$ cat config.mk
export PLATFORM = sky130hd
export DESIGN_NAME = fp_addsub_unit_flat
export DESIGN_NICKNAME = d
export VERILOG_FILES = /design/src/rtl/fp_addsub_unit_if.sv /design/src/rtl/fp_addsub_unit.sv /design/src/flat_wrapper.sv
export SDC_FILE = /design/constraint.sdc
export NUM_CORES = 1
export LEC_CHECK = 0
export CAP_MARGIN = 20
export CORE_UTILIZATION = 60
export DETAILED_ROUTE_END_ITERATION = 7
export PLACE_DENSITY_LB_ADDON = 0.12
export SETUP_SLACK_MARGIN = 0.3
export SLEW_MARGIN = 20
export SYNTH_ARGS = -nofsm -noshare
export SYNTH_HDL_FRONTEND = slang
export SYNTH_SLANG_ARGS = --single-unit
$ cat constraint.sdc
create_clock -name clock -period 11.45 [get_ports clock]
set_input_delay 2.8625 -clock clock [delete_from_list [all_inputs] [get_ports clock]]
set_output_delay 2.8625 -clock clock [all_outputs]
set_load 0.03 [all_outputs]
$ cat src/rtl/fp_addsub_unit_if.sv
// fp_addsub_unit_if: handshake and operand/result bus for fp_addsub_unit.
//   master : drives start/op/data_a/data_b, observes busy/ready/data_o/flags
//   slave  : the adder side of the same bundle
//   flags  : {invalid, overflow, inexact}
interface fp_addsub_unit_if #(
  parameter int EXP_W = 8,
  parameter int MAN_W = 23
);
  localparam int W = 1 + EXP_W + MAN_W;

  logic         start;
  logic         op;
  logic [W-1:0] data_a;
  logic [W-1:0] data_b;
  logic         busy;
  logic         ready;
  logic [W-1:0] data_o;
  logic [2:0]   flags;

  modport master (
    output start, op, data_a, data_b,
    input  busy, ready, data_o, flags
  );

  modport slave (
    input  start, op, data_a, data_b,
    output busy, ready, data_o, flags
  );
endinterface

$ cat src/rtl/fp_addsub_unit.sv
// fp_addsub_unit: multicycle IEEE-754-style add/subtract, fixed 5-cycle
// latency, round-to-nearest-even, subnormals, specials and status flags.
// Ports:
//   clock - rising-edge clock
//   reset - synchronous active-high reset
//   bus   - slave side of fp_addsub_unit_if (start/op/data_a/data_b in,
//           busy/ready/data_o/flags out; data_o/flags are 0 unless ready)
//
// state    | meaning
// ---------+-------------------------------------------------------------
// S_IDLE   | waiting for start, outputs quiet
// S_UNPACK | split fields, hidden bit, effective sign of b, specials
// S_ALIGN  | order by magnitude, shift smaller operand right with G/R/S
// S_ADD    | effective add or subtract of aligned mantissas
// S_NORM   | carry shift right or leading-zero shift left
// S_ROUND  | round-to-nearest-even, overflow to Inf, pack result
// S_DONE   | result held; start restarts directly into S_UNPACK
module fp_addsub_unit #(
  parameter int EXP_W = 8,
  parameter int MAN_W = 23
) (
  input logic              clock,
  input logic              reset,
  fp_addsub_unit_if.slave  bus
);
  localparam int W      = 1 + EXP_W + MAN_W;
  localparam int XW     = MAN_W + 5;  // carry, hidden, frac, G, R, S
  localparam int SH_MAX = MAN_W + 3;
  localparam logic [W-1:0] QNAN = {1'b0, {EXP_W{1'b1}}, 1'b1, {(MAN_W-1){1'b0}}};

  typedef enum logic [2:0] {
    S_IDLE, S_UNPACK, S_ALIGN, S_ADD, S_NORM, S_ROUND, S_DONE
  } state_t;

  state_t             state_q, state_d;
  logic               op_q, op_d;
  logic [W-1:0]       a_q, a_d, b_q, b_d;
  logic               sa_q, sa_d, sb_q, sb_d;
  logic [EXP_W-1:0]   ea_q, ea_d, eb_q, eb_d;
  logic [MAN_W:0]     ma_q, ma_d, mb_q, mb_d;
  logic               spec_q, spec_d, spec_inv_q, spec_inv_d;
  logic [W-1:0]       spec_res_q, spec_res_d;
  logic               sx_q, sx_d, sub_q, sub_d;
  logic [EXP_W:0]     ex_q, ex_d;
  logic [XW-1:0]      mx_q, mx_d, my_q, my_d;
  logic [W-1:0]       res_q, res_d;
  logic [2:0]         flg_q, flg_d;

  // Unpack view of the registered operands.
  logic [EXP_W-1:0] ua_exp, ub_exp;
  logic [MAN_W-1:0] ua_frac, ub_frac;
  logic             ua_nan, ua_inf, ub_nan, ub_inf, ub_sign;

  assign ua_exp  = a_q[W-2:MAN_W];
  assign ub_exp  = b_q[W-2:MAN_W];
  assign ua_frac = a_q[MAN_W-1:0];
  assign ub_frac = b_q[MAN_W-1:0];
  assign ua_nan  = (&ua_exp) && (|ua_frac);
  assign ua_inf  = (&ua_exp) && !(|ua_frac);
  assign ub_nan  = (&ub_exp) && (|ub_frac);
  assign ub_inf  = (&ub_exp) && !(|ub_frac);
  assign ub_sign = b_q[W-1] ^ op_q;

  // Alignment.
  logic             swap, s_big, s_sml;
  logic [EXP_W-1:0] e_big, e_sml, e_diff;
  logic [MAN_W:0]   m_big, m_sml;
  logic [31:0]      sh_amt;
  logic [XW-1:0]    y_ext, y_shr, y_al;
  logic             y_lost;

  assign swap   = (eb_q > ea_q) || ((eb_q == ea_q) && (mb_q > ma_q));
  assign e_big  = swap ? eb_q : ea_q;
  assign e_sml  = swap ? ea_q : eb_q;
  assign m_big  = swap ? mb_q : ma_q;
  assign m_sml  = swap ? ma_q : mb_q;
  assign s_big  = swap ? sb_q : sa_q;
  assign s_sml  = swap ? sa_q : sb_q;
  assign e_diff = e_big - e_sml;
  // Beyond MAN_W+3 the whole smaller operand lands in sticky anyway.
  assign sh_amt = (32'(e_diff) > 32'(SH_MAX)) ? 32'(SH_MAX) : 32'(e_diff);
  assign y_ext  = {1'b0, m_sml, 3'b000};
  assign y_shr  = y_ext >> sh_amt;
  assign y_lost = |(y_ext & ~({XW{1'b1}} << sh_amt));
  assign y_al   = {y_shr[XW-1:1], y_shr[0] | y_lost};

  // Normalisation: leading zeros below the carry bit, clamped so exp >= 1.
  logic [31:0]   lz, norm_max, shl;
  logic [XW-1:0] sum_res;

  assign sum_res = sub_q ? (mx_q - my_q) : (mx_q + my_q);

  always_comb begin
    lz = 32'(XW - 1);
    for (int i = 0; i < XW - 1; i++) begin
      if (mx_q[i]) lz = 32'(XW - 2 - i);
    end
  end

  assign norm_max = 32'(ex_q) - 32'd1;
  assign shl      = (lz < norm_max) ? lz : norm_max;

  // Rounding.
  logic             rnd_inc, rnd_hid, rnd_ovf, rnd_inx;
  logic [MAN_W+1:0] rnd_sum;
  logic [MAN_W-1:0] rnd_frac;
  logic [EXP_W:0]   rnd_exp;

  assign rnd_inc  = mx_q[2] & (mx_q[1] | mx_q[0] | mx_q[3]);
  assign rnd_sum  = {1'b0, mx_q[XW-2:3]} + {{(MAN_W+1){1'b0}}, rnd_inc};
  assign rnd_hid  = rnd_sum[MAN_W+1] | rnd_sum[MAN_W];
  assign rnd_frac = rnd_sum[MAN_W+1] ? rnd_sum[MAN_W:1] : rnd_sum[MAN_W-1:0];
  assign rnd_exp  = ex_q + {{EXP_W{1'b0}}, rnd_sum[MAN_W+1]};
  assign rnd_ovf  = rnd_hid && (rnd_exp >= {1'b0, {EXP_W{1'b1}}});
  assign rnd_inx  = mx_q[2] | mx_q[1] | mx_q[0] | rnd_ovf;

  always_comb begin
    state_d    = state_q;
    op_d       = op_q;
    a_d        = a_q;
    b_d        = b_q;
    sa_d       = sa_q;
    sb_d       = sb_q;
    ea_d       = ea_q;
    eb_d       = eb_q;
    ma_d       = ma_q;
    mb_d       = mb_q;
    spec_d     = spec_q;
    spec_inv_d = spec_inv_q;
    spec_res_d = spec_res_q;
    sx_d       = sx_q;
    sub_d      = sub_q;
    ex_d       = ex_q;
    mx_d       = mx_q;
    my_d       = my_q;
    res_d      = res_q;
    flg_d      = flg_q;
    case (state_q)
      S_IDLE, S_DONE: begin
        if (bus.start) begin
          state_d = S_UNPACK;
          op_d    = bus.op;
          a_d     = bus.data_a;
          b_d     = bus.data_b;
        end
      end
      S_UNPACK: begin
        state_d    = S_ALIGN;
        sa_d       = a_q[W-1];
        sb_d       = ub_sign;
        ea_d       = (|ua_exp) ? ua_exp : EXP_W'(1);
        eb_d       = (|ub_exp) ? ub_exp : EXP_W'(1);
        ma_d       = {|ua_exp, ua_frac};
        mb_d       = {|ub_exp, ub_frac};
        spec_d     = ua_nan | ub_nan | ua_inf | ub_inf;
        spec_inv_d = 1'b0;
        spec_res_d = QNAN;
        if (ua_nan || ub_nan) begin
          spec_res_d = QNAN;
        end else if (ua_inf && ub_inf && (a_q[W-1] != ub_sign)) begin
          spec_res_d = QNAN;
          spec_inv_d = 1'b1;
        end else if (ua_inf) begin
          spec_res_d = {a_q[W-1], {EXP_W{1'b1}}, {MAN_W{1'b0}}};
        end else if (ub_inf) begin
          spec_res_d = {ub_sign, {EXP_W{1'b1}}, {MAN_W{1'b0}}};
        end
      end
      S_ALIGN: begin
        state_d = S_ADD;
        sx_d    = s_big;
        sub_d   = s_big ^ s_sml;
        ex_d    = {1'b0, e_big};
        mx_d    = {1'b0, m_big, 3'b000};
        my_d    = y_al;
      end
      S_ADD: begin
        state_d = S_NORM;
        mx_d    = sum_res;
        // Exact cancellation always yields +0.
        if (sub_q && !(|sum_res)) sx_d = 1'b0;
      end
      S_NORM: begin
        state_d = S_ROUND;
        if (mx_q[XW-1]) begin
          mx_d = {1'b0, mx_q[XW-1:2], mx_q[1] | mx_q[0]};
          ex_d = ex_q + (EXP_W+1)'(1);
        end else begin
          mx_d = mx_q << shl;
          ex_d = ex_q - (EXP_W+1)'(shl);
        end
      end
      S_ROUND: begin
        state_d = S_DONE;
        if (spec_q) begin
          res_d = spec_res_q;
          flg_d = {spec_inv_q, 2'b00};
        end else if (rnd_ovf) begin
          res_d = {sx_q, {EXP_W{1'b1}}, {MAN_W{1'b0}}};
          flg_d = 3'b011;
        end else begin
          res_d = {sx_q, (rnd_hid ? rnd_exp[EXP_W-1:0] : {EXP_W{1'b0}}), rnd_frac};
          flg_d = {2'b00, rnd_inx};
        end
      end
      default: state_d = S_IDLE;
    endcase
  end

  always_ff @(posedge clock) begin
    if (reset) begin
      state_q    <= S_IDLE;
      op_q       <= 1'b0;
      a_q        <= '0;
      b_q        <= '0;
      sa_q       <= 1'b0;
      sb_q       <= 1'b0;
      ea_q       <= '0;
      eb_q       <= '0;
      ma_q       <= '0;
      mb_q       <= '0;
      spec_q     <= 1'b0;
      spec_inv_q <= 1'b0;
      spec_res_q <= '0;
      sx_q       <= 1'b0;
      sub_q      <= 1'b0;
      ex_q       <= '0;
      mx_q       <= '0;
      my_q       <= '0;
      res_q      <= '0;
      flg_q      <= '0;
    end else begin
      state_q    <= state_d;
      op_q       <= op_d;
      a_q        <= a_d;
      b_q        <= b_d;
      sa_q       <= sa_d;
      sb_q       <= sb_d;
      ea_q       <= ea_d;
      eb_q       <= eb_d;
      ma_q       <= ma_d;
      mb_q       <= mb_d;
      spec_q     <= spec_d;
      spec_inv_q <= spec_inv_d;
      spec_res_q <= spec_res_d;
      sx_q       <= sx_d;
      sub_q      <= sub_d;
      ex_q       <= ex_d;
      mx_q       <= mx_d;
      my_q       <= my_d;
      res_q      <= res_d;
      flg_q      <= flg_d;
    end
  end

  assign bus.busy   = (state_q == S_UNPACK) || (state_q == S_ALIGN) || (state_q == S_ADD) ||
                      (state_q == S_NORM) || (state_q == S_ROUND);
  assign bus.ready  = (state_q == S_DONE);
  assign bus.data_o = bus.ready ? res_q : '0;
  assign bus.flags  = bus.ready ? flg_q : 3'b000;
endmodule
$ cat src/flat_wrapper.sv
// flat-port wrapper written by rule: the top's interface ports become plain ports
module fp_addsub_unit_flat 
#(
  parameter int EXP_W = 8,
  parameter int MAN_W = 23
)
  (clock, reset, bus_start, bus_op, bus_data_a, bus_data_b, bus_busy, bus_ready, bus_data_o, bus_flags);
  fp_addsub_unit_if #(.EXP_W(EXP_W), .MAN_W(MAN_W)) bus_i ();
  input logic clock;
  input logic reset;
  input wire logic [$bits(bus_i.start)-1:0] bus_start;
  input wire logic [$bits(bus_i.op)-1:0] bus_op;
  input wire logic [$bits(bus_i.data_a)-1:0] bus_data_a;
  input wire logic [$bits(bus_i.data_b)-1:0] bus_data_b;
  output wire logic [$bits(bus_i.busy)-1:0] bus_busy;
  output wire logic [$bits(bus_i.ready)-1:0] bus_ready;
  output wire logic [$bits(bus_i.data_o)-1:0] bus_data_o;
  output wire logic [$bits(bus_i.flags)-1:0] bus_flags;
  assign bus_i.start = bus_start;
  assign bus_i.op = bus_op;
  assign bus_i.data_a = bus_data_a;
  assign bus_i.data_b = bus_data_b;
  assign bus_busy = bus_i.busy;
  assign bus_ready = bus_i.ready;
  assign bus_data_o = bus_i.data_o;
  assign bus_flags = bus_i.flags;
  fp_addsub_unit #(.EXP_W(EXP_W), .MAN_W(MAN_W)) u_core (.clock(clock), .reset(reset), .bus(bus_i));
endmodule
# After elaboration in Yosys (flattened, before gate mapping)
# Cells that the tools add are included.
[word_totals]
reg_bits = 270
input_bits = 68
[op_classes]
addsub = 8
order_cmp = 5
eq_ne = 10
n_shift = 3
muxes = 60
bitwise = 15
n_reduce_logical = 33
[ops]
columns = ["cell", "count"]
rows = [
  ["$mux 32", 7],
  ["$pmux 28 s3", 1],
  ["$mux 5", 16],
  ["$mux 28", 2],
  ["$reduce_or 28->1", 2],
  ["$mux 24", 2],
  ["$mux 8", 6],
  ["$reduce_or 23->1", 2],
  ["$lt 5x32->1", 1],
  ["$mux 4", 8],
  ["$shl 28x32->28", 1],
  ["$shl 28x32->28 const A", 1],
  ["$shr 27x32->28", 1],
  ["$mux 31", 1],
  ["$add 28x28->28", 1],
  ["$and 27x28->28", 1],
  ["$not 28->28", 1],
  ["$sub 28x28->28", 1],
  ["$add 24x1->25", 1],
  ["$gt 24x24->1", 1],
  ["$mux 23", 1],
  ["$pmux 3 s6", 1],
  ["$pmux 9 s2", 1],
  ["$reduce_and 8->1", 2],
  ["other kinds (32)", 72],
]

# Logic depth before layout (Yosys ltp)
[logic_depth]
ltp_word = 32
depth_mapped = 31
depth_no_buf = 28

# Least setup slack after synthesis
# OpenSTA, ideal clock, no wires.
[synth_path]
path_kind = "register -> register"
start = "register u_core.mx_q[7]"
end = "register u_core.ex_q[8]"
t_arrival_ns = 5.916
t_required_ns = 11.380
path_slack_ns = 5.464
path_stages_with_launch = 29
path_cell_list = "dfxtp_1 > clkbuf_1 > nor4_1 > inv_1 > o21ai_0 > nand2_1 > a21boi_0 > ha_1 > o21a_1 > o21ai_0 > a2111oi_1 > o21a_1 > a21bo_2 > a21oi_1 > buf_2 > clkbuf_1 > ha_1 > nor2b_1 > fa_1 > a21oi_1 > nor2_1 > nor2_1 > o21bai_1 > a21oi_1 > o21bai_1 > a21oi_1 > xor2_1 > or3_1 > a21oi_1"
[synth_between]
elab_chain_cells = 25
[synth_lines]
columns = ["item", "line", "rtl"]
rows = [
  ["start: declaration", "fp_addsub_unit.sv:45", "logic [XW-1:0] mx_q, mx_d, my_q, my_d;"],
  ["start signal: assignment", "fp_addsub_unit.sv:249", "mx_q <= mx_d;"],
  ["$mux 4 * (4 in series)", "fp_addsub_unit.sv:96", "if (mx_q[i]) lz = 32'(XW - 2 - i);"],
  ["$mux 5 * (16 in series)", "fp_addsub_unit.sv:96", ""],
  ["$lt 5x32->1", "fp_addsub_unit.sv:101", "assign shl = (lz < norm_max) ? lz : norm_max;"],
  ["$mux 32 *", "fp_addsub_unit.sv:101", ""],
  ["$sub 9x9->9 *", "fp_addsub_unit.sv:190", "ex_d = ex_q - (EXP_W+1)'(shl);"],
  ["$mux 9 *", "fp_addsub_unit.sv:185", "if (mx_q[XW-1]) begin"],
  ["$pmux 9 s2 *", "fp_addsub_unit.sv:138", "case (state_q)"],
  ["end signal: assignment", "fp_addsub_unit.sv:227", "ex_q <= '0;"],
  ["end signal: assignment", "fp_addsub_unit.sv:248", "ex_q <= ex_d;"],
  ["end: declaration", "fp_addsub_unit.sv:44", "logic [EXP_W:0] ex_q, ex_d;"],
]
# Mark *: on every way between the ends. The rest lies on a longest branch, timed or not.
# A chain may end at the register's enable or synchronous reset.

# Worst setup path after layout
[layout_path]
start = "register u_core.mx_q[8]"
end = "register u_core.ex_q[8]"
[layout_between]
elab_chain_cells = 24
[layout_lines]
columns = ["item", "line"]
rows = [
  ["$mux 4 * (3 in series)", "fp_addsub_unit.sv:96"],
  ["$mux 5 * (16 in series)", "fp_addsub_unit.sv:96"],
  ["$lt 5x32->1", "fp_addsub_unit.sv:101"],
  ["$mux 32 *", "fp_addsub_unit.sv:101"],
  ["$sub 9x9->9 *", "fp_addsub_unit.sv:190"],
  ["$mux 9 *", "fp_addsub_unit.sv:185"],
  ["$pmux 9 s2 *", "fp_addsub_unit.sv:138"],
]
# Marks and branches as above.

==> qor.txt <==
status -> complete, no violations
Seq/Total Area, Yosys -> 26.5%
antenna viol nets, final -> 0
FF-to-FF Start -> u_core.mx_q[8]
Max Freq -> 143 MHz
Iter 0 DRT Violations -> 2075
global-route wire length before repair -> 97.4 mm
RSZ-0062 raised after global routing -> no
Post-CTS Resized -> 0
CP Data Arrival Time -> 7.48 ns
Setup Skew -> 0.0263 ns
CP startpoint kind -> register
Setup Slack @ Placement -> 4.63 ns
antenna cell count -> 0
P_leak -> 7.43 nW
syn nets -> 2665
worst min path class -> register to register
design area -> 20000 sq um
fraction of registers with async set/reset -> 0%
Synth top area share -> 26.5%
Synth cell types -> 94
Worst Hold End -> u_core.flg_q[1]
hold slack -> 0.449 ns
site row count -> 63
worst setup margin -> 4.44 ns
Crit. End Element -> register
YS warnings -> 0
Final period util -> 61.2%
Worst Hold Launch -> u_core.flg_q[1]
Die Ht -> 176 microns
Slew headroom -> 21.9%
CP max stage delay -> 0.92 ns
vias in the first global route -> 17600
slew of the pin with the lowest slew margin -> 1.16 ns
nets@finish -> 2642
placed instance area -> 19200 sq um
DRC Markers -> 0
initial antenna violation count -> 0
commonest non-fill, non-tap cells in the layout -> 449 x nand2_1, 304 x a21oi_1, 240 x dfxtp_1
WHS Path Cells -> 2
vias per cell -> 6.60
TritonCTS Buffers -> 27
commonest non-fill, non-tap cell in the layout -> nand2_1
Port-buffer cells -> 104
Total GRT Usage -> 39.5%
worst reg2reg path depth -> 27
largest net degree at the start of global routing -> 128
max-slew violation count -> 0
via count -> 19200
GPL Wtd Cong -> 1.03
post-synth top area cell -> dfxtp_1
CTS root buffer -> clkbuf_16
initial core utilization -> 61.1%
critical-path maximum fanout -> 39
flops & latches, synth -> 240
share of layout cells above drive strength 1 -> 5.06%
CTS tree -> done
first-pass detailed-route iteration total -> 6
Final min period -> 7.01 ns
total wire length -> 62.5 mm
Worst Path Required -> 11.92 ns
Crit-path slowest cell -> a2111oi_1
worst skew pair latency -> 0.57 ns
Mapped Avg Cell Area -> 7.20 sq um
synth-to-layout area growth -> 10.7%
max cap viols -> 0
setup TNS -> 0 ns
Post CTS Setup Buffer Count -> 0
reg2reg end -> u_core.ex_q[8]
FILL cells -> 2601
Post-synth EDFFs -> 0
final hold vios -> 0
Setup Viol. Count Final -> 0
hold-fix buffer count after cts -> 0
IO Pins -> 105
peak supply drop -> 0.129 mV
core outline area -> 29600 sq um
H-tree depth -> 1
critical path class -> register to register
CTS sink count -> 240
cell count after synthesis -> 2516
mapped cell area -> 18100 sq um
die width -> 176 microns
GRT Residual Overflow -> 0
clock-pin slew on the worst setup and hold paths -> 0.06 ns
synth top area cells -> dfxtp_1 27%, nand2_1 9.3%, a21oi_1 8.4%, mux2i_1 5.7%, ha_1 5.5%
R2R setup slack -> 4.44 ns
P per Cell Area -> 210 nW/um^2
DPL Wire Length -> 46.7 mm
DIE AREA -> 30900 sq um
Main synth FF type -> dfxtp_1
DR WL/cell -> 21.5 microns
CTS max path bufs -> 3
## through the flow
step	utilization, %	power [W]	instances
finish	67.6	0.00420	2902
global route	67.6	0.00441	2902
CTS	67.6	0.00412	2902
detailed placement	64.7	0.00326	2854
global placement	64.7	0.00323	2854
floorplan	-	0.00270	2516
## sequential cells by signal, indices dropped and copies added (netlist names)
name,flops
u_core.mb_q,24
u_core.b_q,32
u_core.res_q,32
u_core.flg_q,3
u_core.spec_res_q,3
u_core.sa_q,1
u_core.sb_q,1
u_core.state_q,3
u_core.ex_q,9
u_core.eb_q,8
u_core.op_q,1
u_core.ma_q,24
u_core.spec_q,1
u_core.a_q,32
u_core.my_q,27
u_core.spec_inv_q,1
u_core.mx_q,28
u_core.ea_q,8
u_core.sub_q,1
u_core.sx_q,1
## where the power goes
part,leakage (nW),internal (W),switching [W],total (W)
combinational,5.06,0.000844,0.00155,0.00239
clock,0.421,0.000496,0.000368,0.000864
sequential,1.95,0.000877,0.0000737,0.000951
total,7.43,0.00222,0.00199,0.00420
## worst max-delay path by stage
stage | cells past startpoint | end | slack, ns | start
global placement | 27 | u_core.ex_q[8] | 4.89 | u_core.mx_q[7]
detailed placement | 27 | u_core.ex_q[8] | 4.63 | u_core.mx_q[7]
global route | 26 | u_core.ex_q[8] | 3.93 | u_core.mx_q[7]
floorplan | 28 | u_core.ex_q[8] | 5.46 | u_core.mx_q[7]
CTS | 27 | u_core.ex_q[8] | 4.59 | u_core.mx_q[7]
finish | 27 | u_core.ex_q[8] | 4.44 | u_core.mx_q[8]
## cells by family (layout without fill, tap and decap cells)
family | count (synthesis) | count (layout) | synth area share, %
adder cells (fa/ha/maj) | 81 | 81 | 5.68
buffers and inverters | 260 | 256 | 5.64
flip-flops | 240 | 240 | 26.5
AO/OA/AOI/OAI | 742 | 742 | 26.4
XOR/XNOR | 96 | 96 | 4.68
multiplexers | 122 | 122 | 6.87
AND/OR/NAND/NOR | 975 | 975 | 24.2
## synth_stat cells, types with 6 or more instances
cell type	instances
a32o_1	6
xnor2_1	71
and3_1	14
a2bb2oi_1	7
a211o_1	8
mux2i_1	103
o21bai_1	13
or3_1	13
a221o_1	10
nand4_1	31
o21ai_1	7
o22ai_1	18
or4_1	8
a22o_1	6
o21a_1	13
inv_1	70
a32oi_1	8
ha_1	79
nand2_1	450
a21o_1	14
buf_2	16
nand2b_1	14
a221oi_1	18
buf_1	20
a2111oi_0	6
o211ai_1	20
nor3_1	63
nand3_1	42
o221ai_1	10
a31oi_1	24
nor2b_1	12
o31ai_1	25
a211oi_1	50
a22oi_1	22
xor2_1	24
o21ai_0	88
dfxtp_1	240
mux2_2	19
nor4_1	29
nor2_1	224
a21oi_1	305
a311oi_1	7
and2_1	48
clkbuf_1	144
## cell type report
class	instances	area (sq um)	share of cell area (%)
clock inverters	15	163	0.811
multi-input cells	2016	12300	61.5
repair buffers	134	1270	6.34
clock buffers	33	718	3.58
flip-flops and latches	240	4800	24.0
well taps	390	488	2.43
inverters	74	278	1.39
## critical path, delay by kind of cell (launching register included)
family	cells	cell delay (ns)
AO/OA/AOI/OAI	13	3.22
XOR/XNOR	2	0.29
adder cells (fa/ha/maj)	2	0.62
buffers and inverters	3	0.63
flip-flops	1	0.45
AND/OR/NAND/NOR	7	1.70
## layer usage
metal	wire length (microns)	global-route usage [%]	vias up
li1	-	-	9001
met1	25200	50.9	8891
met2	28200	64.0	1051
met3	5830	6.95	222
met4	3190	18.2	0
met5	0	0	-
No activity file was read; power rests on OpenSTA's default activity.
